[config.mk]
export PLATFORM = sky130hd
export DESIGN_NAME = sprite_ram_loader
export DESIGN_NICKNAME = d
export VERILOG_FILES = /design/src/rtl/sprite_ram_loader.sv
export SDC_FILE = /design/constraint.sdc
export NUM_CORES = 1
export LEC_CHECK = 0
export BUFFER_PORTS_ARGS = -buffer_cell sky130_fd_sc_hd__buf_2
export CORE_ASPECT_RATIO = 0.75
export CORE_UTILIZATION = 50
export CTS_CLUSTER_DIAMETER = 30
export DETAILED_ROUTE_END_ITERATION = 7
export GPL_TIMING_DRIVEN = 0
export PLACE_DENSITY = 0.77
export RECOVER_POWER = 50
export SETUP_SLACK_MARGIN = 0.1
export SYNTH_ARGS = -nofsm -noshare
export SYNTH_HDL_FRONTEND = slang
export SYNTH_SLANG_ARGS = --single-unit
[constraint.sdc]
create_clock -name clk -period 2.8 [get_ports clk]
set_clock_uncertainty 0.1 [all_clocks]
set_input_delay 0 -clock clk [delete_from_list [all_inputs] [get_ports clk]]
set_output_delay 0 -clock clk [all_outputs]
set_load 0.01 [all_outputs]
[src/rtl/sprite_ram_loader.sv]
// MMIO loader that serializes packed 32-bit pixel words or fill commands into
// the write port of a sprite bitmap RAM, one pixel per clock.
module sprite_ram_loader #(
    parameter int ADDR_WIDTH = 10,
    parameter int DATA_WIDTH = 2
) (
    input  logic                  clk,
    input  logic                  rst_n,
    input  logic                  cs,
    input  logic                  write,
    input  logic                  read,
    input  logic [4:0]            reg_addr,
    input  logic [31:0]           wr_data,
    output logic [31:0]           rd_data,
    output logic                  ram_we,
    output logic [ADDR_WIDTH-1:0] ram_addr_w,
    output logic [DATA_WIDTH-1:0] ram_din,
    output logic                  busy
);

    localparam int PPW = 32 / DATA_WIDTH;
    localparam int CW  = (PPW > 1) ? $clog2(PPW) : 1;

    typedef enum logic [1:0] {
        S_IDLE,
        S_UNPACK,
        S_FILL
    } state_t;

    state_t                r_state;
    logic [ADDR_WIDTH-1:0] r_ptr;
    logic [ADDR_WIDTH-1:0] r_fill_addr;
    logic [31:0]           r_shift;
    logic [CW-1:0]         r_count;
    logic [DATA_WIDTH-1:0] r_color;
    logic                  r_overrun;
    logic                  r_ram_we;
    logic [ADDR_WIDTH-1:0] r_ram_addr;
    logic [DATA_WIDTH-1:0] r_ram_din;

    logic w_wr;
    logic w_wr_ptr;
    logic w_wr_data;
    logic w_wr_fill;
    logic w_wr_clr;
    logic w_busy;
    logic w_unused;

    assign w_wr      = cs & write;
    assign w_wr_ptr  = w_wr && (reg_addr == 5'd0);
    assign w_wr_data = w_wr && (reg_addr == 5'd1);
    assign w_wr_fill = w_wr && (reg_addr == 5'd2);
    assign w_wr_clr  = w_wr && (reg_addr == 5'd3);
    assign w_busy    = (r_state != S_IDLE);
    assign w_unused  = read;

    // The first pixel is issued on the accepting edge so that the registered
    // write port lines up with busy; the state machine covers the remainder.
    // NOTE: sequential state uses non-blocking assignments only, so every
    // register below sees pre-edge values regardless of statement order.
    always_ff @(posedge clk or negedge rst_n) begin
        if (!rst_n) begin
            r_state     <= S_IDLE;
            r_ptr       <= '0;
            r_fill_addr <= '0;
            r_shift     <= '0;
            r_count     <= '0;
            r_color     <= '0;
            r_overrun   <= 1'b0;
            r_ram_we    <= 1'b0;
            r_ram_addr  <= '0;
            r_ram_din   <= '0;
        end else begin
            r_ram_we <= 1'b0;

            if (w_wr_clr) begin
                r_overrun <= 1'b0;
            end else if (w_busy && (w_wr_ptr || w_wr_data || w_wr_fill)) begin
                r_overrun <= 1'b1;
            end

            case (r_state)
                S_IDLE: begin
                    if (w_wr_ptr) begin
                        r_ptr <= wr_data[ADDR_WIDTH-1:0];
                    end else if (w_wr_data) begin
                        r_shift    <= wr_data >> DATA_WIDTH;
                        r_count    <= '0;
                        r_ram_we   <= 1'b1;
                        r_ram_addr <= r_ptr;
                        r_ram_din  <= wr_data[DATA_WIDTH-1:0];
                        r_ptr      <= r_ptr + ADDR_WIDTH'(1);
                        r_state    <= S_UNPACK;
                    end else if (w_wr_fill) begin
                        r_color     <= wr_data[DATA_WIDTH-1:0];
                        r_ram_we    <= 1'b1;
                        r_ram_addr  <= '0;
                        r_ram_din   <= wr_data[DATA_WIDTH-1:0];
                        r_fill_addr <= ADDR_WIDTH'(1);
                        r_state     <= S_FILL;
                    end
                end
                S_UNPACK: begin
                    if (r_count == CW'(PPW - 1)) begin
                        r_state <= S_IDLE;
                    end else begin
                        r_ram_we   <= 1'b1;
                        r_ram_addr <= r_ptr;
                        r_ram_din  <= r_shift[DATA_WIDTH-1:0];
                        r_shift    <= r_shift >> DATA_WIDTH;
                        r_ptr      <= r_ptr + ADDR_WIDTH'(1);
                        r_count    <= r_count + CW'(1);
                    end
                end
                S_FILL: begin
                    // Fill address wrapping back to zero means the whole RAM is covered.
                    if (r_fill_addr == '0) begin
                        r_state <= S_IDLE;
                    end else begin
                        r_ram_we    <= 1'b1;
                        r_ram_addr  <= r_fill_addr;
                        r_ram_din   <= r_color;
                        r_fill_addr <= r_fill_addr + ADDR_WIDTH'(1);
                    end
                end
                default: r_state <= S_IDLE;
            endcase
        end
    end

    assign rd_data    = {r_overrun, w_busy, {(30 - ADDR_WIDTH){1'b0}}, r_ptr};
    assign ram_we     = r_ram_we;
    assign ram_addr_w = r_ram_addr;
    assign ram_din    = r_ram_din;
    assign busy       = w_busy;

endmodule

======== Yosys cells after proc, flatten, opt, wreduce, memory -nomap -nowiden ========
Cells that the tools add are included.
cells by class
  multiply operators ...................... 0
  muxes and demuxes ....................... 43
  shift operators ......................... 0
  divide/modulo/power cells ............... 0
  bitwise gates (word level) .............. 3
  magnitude comparators ................... 0
  reductions and logical operators ........ 21
  add/sub/neg operators ................... 3
  equality and inequality tests ........... 16
operators with widths
  operator                                                                count
  10-bit two-way mux                                                      12
  32-bit two-way mux                                                      3
  32-bit one-hot mux with 2 select lines                                  1
  10-bit one-hot mux with 2 select lines                                  2
  10-bit one-hot mux with 3 select lines                                  1
  10-bit by 1-bit adder with 10-bit output (second input constant)        2
  2-bit two-way mux                                                       10
  2-bit inequality test (second input constant)                           8
  4-bit two-way mux                                                       3
  2-bit one-hot mux with 3 select lines                                   2
  4-bit AND reduction                                                     3
  5-bit by 2-bit equality test with 1-bit output (second input constant)  2
  10-bit zero test                                                        1
  5-bit AND reduction                                                     2
  4-bit one-hot mux with 2 select lines                                   1
  2-bit nonzero test                                                      4
  1-bit two-way mux                                                       7
  3-bit inequality test (second input constant)                           2
  5-bit by 1-bit equality test with 1-bit output (second input constant)  1
  1-bit logical AND                                                       5
  5-bit zero test                                                         1
  4-bit by 1-bit adder with 4-bit output (second input constant)          1
  4-bit equality test (second input constant)                             1
  1-bit one-hot mux with 3 select lines                                   1
  8 further kinds                                                         10
storage, ports and cells
  register bits ........................... 74
  logic and storage cells ................. 96
  latch bits .............................. 0
  RAM bits ................................ 0
  memory bits (read-only) ................. 0
  input bits .............................. 42
  output and inout port bits .............. 46
  memories kept ........................... 0

======== Logic depth before layout (Yosys ltp) ========
  depth after elaboration ................. 7
  mapped depth ............................ 8
  gate-level depth less buffers ........... 6

======== Least setup slack after synthesis ========
No wires, ideal clock.
  kind .................................... reg-to-reg
  from .................................... reg r_state[0]
  to ...................................... reg r_shift[10]
  stages on the path, launching flop included .. 8
  clock period less this slack ............ 2.102 ns
  library setup time ...................... 0.128 ns
  data required time ...................... 2.572 ns
  arrival time ............................ 1.874 ns
  buffers on the path ..................... 2
  slack ................................... 0.698 ns
  cells stage by stage .................... dfrtp_1 inv_1 ha_1 buf_1 nand3_1 a21boi_1 buf_4 mux2_1
on the way
  word-level cells in the longest chain between the ends .. 3
  elaborated cells between the ends (all ways) .. 8
  classes of those cells .................. eq/ne: 4; mux: 1; reduce/logical: 3
RTL lines
  what                                                                               RTL line  text
  start, declared                                                                    30        state_t r_state;
  start signal, assigned                                                             63        r_state <= S_IDLE;
  start signal, assigned                                                             93        r_state <= S_UNPACK;
  start signal, assigned                                                             100       r_state <= S_FILL;
  2-bit by 1-bit equality test with 1-bit output or 2-bit zero test (tied branches)  82        case (r_state)
  2-bit inequality test (no line) or 2-bit nonzero test (tied branches)              n/a
  4-bit AND reduction (no line)                                                      n/a
  end signal, assigned                                                               87        r_shift <= wr_data >> DATA_WIDTH;
  end signal, assigned                                                               110       r_shift <= r_shift >> DATA_WIDTH;
  end, declared                                                                      33        logic [31:0] r_shift;
Several ways; a longest one is shown, not always the timed one.
A chain may end at the register's enable or synchronous reset.

======== Worst setup path after layout ========
  from .................................... reg r_state[1]
  to ...................................... reg r_shift[7]
Same word-level chain as after synthesis.

==> impl_metrics.env <==
export IMPL_grt_max_degree=73
export IMPL_arrival_ns=2.61
export IMPL_critical_path_buf_inv_count=3
export IMPL_die_area_sq_mm=0.00893
export IMPL_grtUsageMet2_pct=44.0
export IMPL_leakagePower_nw=2.44
export IMPL_critPathLaunchType="register"
export IMPL_most_common_layout_cells="dfrtp_1, buf_2, mux2_1, dlygate4sd3_1, clkbuf_1"
export IMPL_synth_edff_count=0
export IMPL_grt_busiest_layer="met2"
export IMPL_initial_core_util_pct=52.8
export IMPL_path_cells="inv_1, ha_1, buf_2, clkbuf_1, mux2_2, mux2_1"
export IMPL_setup_viol=0
export IMPL_violations="capacitance limit, slew limit"
export IMPL_finalHoldViolCount=0
export IMPL_path_clk_slew_ns=0.06
export IMPL_grt_use_total_pct=27.6
export IMPL_post_route_period_util_pct=89.2
export IMPL_ff_latch_area_sq_mm=0.00180
export IMPL_ir_drop_uv=405
export IMPL_maxSlewHeadroom_pct=-20.5
export IMPL_clk_latency_ns=0.34
export IMPL_ant_nets=0
export IMPL_cts_tree="yes"
export IMPL_ys_ff_latch=72
export IMPL_fin_tns_setup_ns=0
export IMPL_multiInputGateArea_sq_mm=0.00222
export IMPL_fillers=637
export IMPL_route_detailed_drc=0
export IMPL_finalWorstPathRequiredPeriod_ns=2.50
export IMPL_critPathMaxFanout=10
export IMPL_final_common_cell="dfrtp_1"
export IMPL_cts_buffers=9
export IMPL_globalRouteOverflowTotal=0
export IMPL_first_global_vias=3664
export IMPL_p_sw_share_pct=33.7
export IMPL_hp_class="input pin to register"
export IMPL_criticalPathCategory="register to register"
export IMPL_port_buffers=64
export IMPL_internal_power_mw=2.89
export IMPL_yosysSeqAreaShare_pct=42.1
export IMPL_p_seq_share_pct=35.9
export IMPL_max_freq_ghz=0.400
export IMPL_gp_congestion=0.850
export IMPL_postCtsSetupRepairBufs=0
export IMPL_num_io_pins=88
export IMPL_grt_use_met3_pct=6.90
export IMPL_crit_family="buffers and inverters"
export IMPL_layout_drive_gt1_share_pct=24.2
export IMPL_cts_num_sinks=72
export IMPL_ys_types=58
export IMPL_cp_required_ns=2.91
export IMPL_rsz0062_at_grt="false"
export IMPL_combPwrFrac_pct=33.5
export IMPL_synth_ff_type="dfrtp_1"
export IMPL_core_area_sq_mm=0.00809
export IMPL_rows=28
export IMPL_postSynthCellCount=394
export IMPL_cts_buffer_depth=2
export IMPL_pwr_density_cell_mw_per_mm2=798
export IMPL_yosysWarnings=0
export IMPL_routedWlPerCell_um=18.1
export IMPL_die_h_um=82.1
export IMPL_syn_avg_cell_area_sq_um=10.9
export IMPL_async_reset_ff_share_pct=100
export IMPL_final_nets=573
export IMPL_drt_wl_total_um=11500
export IMPL_antenna_cells=0
export IMPL_p_sw_mw=1.47
export IMPL_cts_max_level=3
export IMPL_max_stage_delay_ns=0.45
export IMPL_clkPwrFrac_pct=30.6
export IMPL_met1_usage_pct=37.5
export IMPL_via_count=3752
export IMPL_grt_pass1_wl_um=18400
export IMPL_fp_dieW_um=109
export IMPL_slew_violations=73
export IMPL_slowest_stage="clkbuf_1"
export IMPL_cts_root_buf="clkbuf_16"
export IMPL_worst_hold_slack_ns=0.0361
export IMPL_drt_iter0_drc=304
export IMPL_maxCapViolations=1
export IMPL_status="complete, but fails checks"
export IMPL_dp_hpwl_um=7620
export IMPL_drtPass1Iterations=5
export IMPL_avgViaCountPerCell=5.93
export IMPL_antenna_found_initial=0
export IMPL_area_growth_pct=27.9
export IMPL_worstMarginPinSlew_ns=1.81
export IMPL_syn_cell_area_sq_mm=0.00428
export IMPL_worstSetupEndpointType="register"
==> synth_stat cells (all sizes together) (2+ instances only) <==
cell / number / area (sq um)
ha: 8 / 100
inv: 13 / 48.8
nor4b: 2 / 23.8
or4: 4 / 30.0
a21oi: 24 / 120
o221a: 2 / 22.5
nor2: 8 / 30.0
nand3: 17 / 85.1
nor2b: 4 / 25.0
and4bb: 2 / 25.0
and3: 2 / 12.5
o21a: 2 / 15.0
a22o: 15 / 131
a41oi: 2 / 17.5
o41ai: 4 / 42.6
and4: 2 / 17.5
mux2: 66 / 743
and2: 5 / 31.3
nand2b: 2 / 12.5
buf: 36 / 250
nand4: 5 / 31.3
mux2i: 4 / 40.0
or3: 4 / 25.0
a22oi: 4 / 30.0
nand2: 15 / 56.3
o2bb2ai: 5 / 43.8
a31oi: 7 / 43.8
o31ai: 5 / 51.3
o211ai: 9 / 67.6
o21ai: 6 / 33.8
nor3: 8 / 45.0
clkbuf: 8 / 30.0
dfrtp: 72 / 1800
a211oi: 2 / 15.0
a21o: 4 / 30.0
and3b: 2 / 17.5
nor4: 4 / 46.3
==> layout make-up <==
| class | count | share of cell area, % |
|---|---|---|
| inverters | 13 | 0.892 |
| flip-flops and latches | 72 | 32.9 |
| plain buffers | 44 | 5.22 |
| clock buffers | 10 | 4.19 |
| repair buffers | 99 | 11.7 |
| clock inverters | 6 | 2.13 |
| well taps | 105 | 2.40 |
| multi-input cells | 284 | 40.5 |
==> path summary, 6_finish.rpt <==
kind,startpoint,end,slack (ns),cells after the start
max,r_state[1]$_DFFE_PN0P_,r_shift[7]$_DFFE_PN0P_,0.30,6
min,reg_addr[1],r_overrun$_DFFE_PN0P_,0.04,3
max reg2reg,r_state[1]$_DFFE_PN0P_,r_shift[7]$_DFFE_PN0P_,0.30,6
min reg2reg,r_shift[11]$_DFFE_PN0P_,r_shift[11]$_DFFE_PN0P_,0.38,1
max in group asynchronous,rst_n,ram_addr_w[3]$_DFFE_PN0P_,0.93,2
min in group asynchronous,rst_n,r_state[0]$_DFFE_PN0P_,0.60,2
==> sequential cells by signal (all words and copies together), names as in the netlist <==
name         flops
ram_din          2
r_ptr           10
r_fill_addr     10
r_color          2
ram_addr_w      10
r_overrun        1
r_shift         30
r_count          4
r_state          2
ram_we           1
==> cell families (layout without fill, tap and decap cells) <==
group                    Yosys count  count (layout)  synth area share, %
buffers and inverters             57             172                 7.70
flip-flops                        72              72                 42.1
AND/OR/NAND/NOR                   90              90                 12.9
AO/OA/AOI/OAI                     95              95                 16.3
adder cells (fa/ha/maj)            8               8                 2.34
other                              1              20               0.0877
XOR/XNOR                           1               1                0.205
multiplexers                      70              70                 18.3
==> metal layers <==
layer / routed length [um] / part of all wire, %
met3: 929 / 8.1
met4: 133 / 1.2
met2: 5290 / 46
met5: 0 / 0
met1: 5100 / 45
==> power groups by stage <==
stage                     Sequential [mW]  Clock (mW)  Combinational, mW
after global routing                 1.60        1.40               1.62
after CTS                            1.55        1.35               1.46
after floorplan                      1.53           0               1.02
after global placement               1.55           0               1.34
after detailed placement             1.57           0               1.40
final                                1.57        1.34               1.46
==> per-stage QoR <==
stage          total power [mW]  worst slack, ns  instance area, sq um  std cells  utilization, %
3_3_place_gp               2.89            0.291                  4800        582            59.3
2_1_floorplan              2.54            0.698                  4350        413               -
5_1_grt                    4.61            0.115                  5470        633            67.6
4_1_cts                    4.36            0.218                  5500        633            67.9
3_5_place_dp               2.97            0.238                  4800        582            59.3
6_report                   4.36            0.303                  5470        633            67.6
==> worst reg2reg max path, stage by stage, from the launching register on <==
cell and delay (ns):
dfrtp_1 0.40, inv_1 0.12, ha_1 0.24, buf_2 0.31
clkbuf_1 0.46, mux2_2 0.41, mux2_1 0.33
==> what timing repair did <==
| action | CTS | global route |
|---|---|---|
| hold endpoints to repair | 116 | 0 |
| hold buffers | 35 | 0 |
| gates resized for setup | 0 | 4 |
| endpoints found under the setup margin | 0 | 32 |
Note: power is estimated with default switching activity, not from simulation.
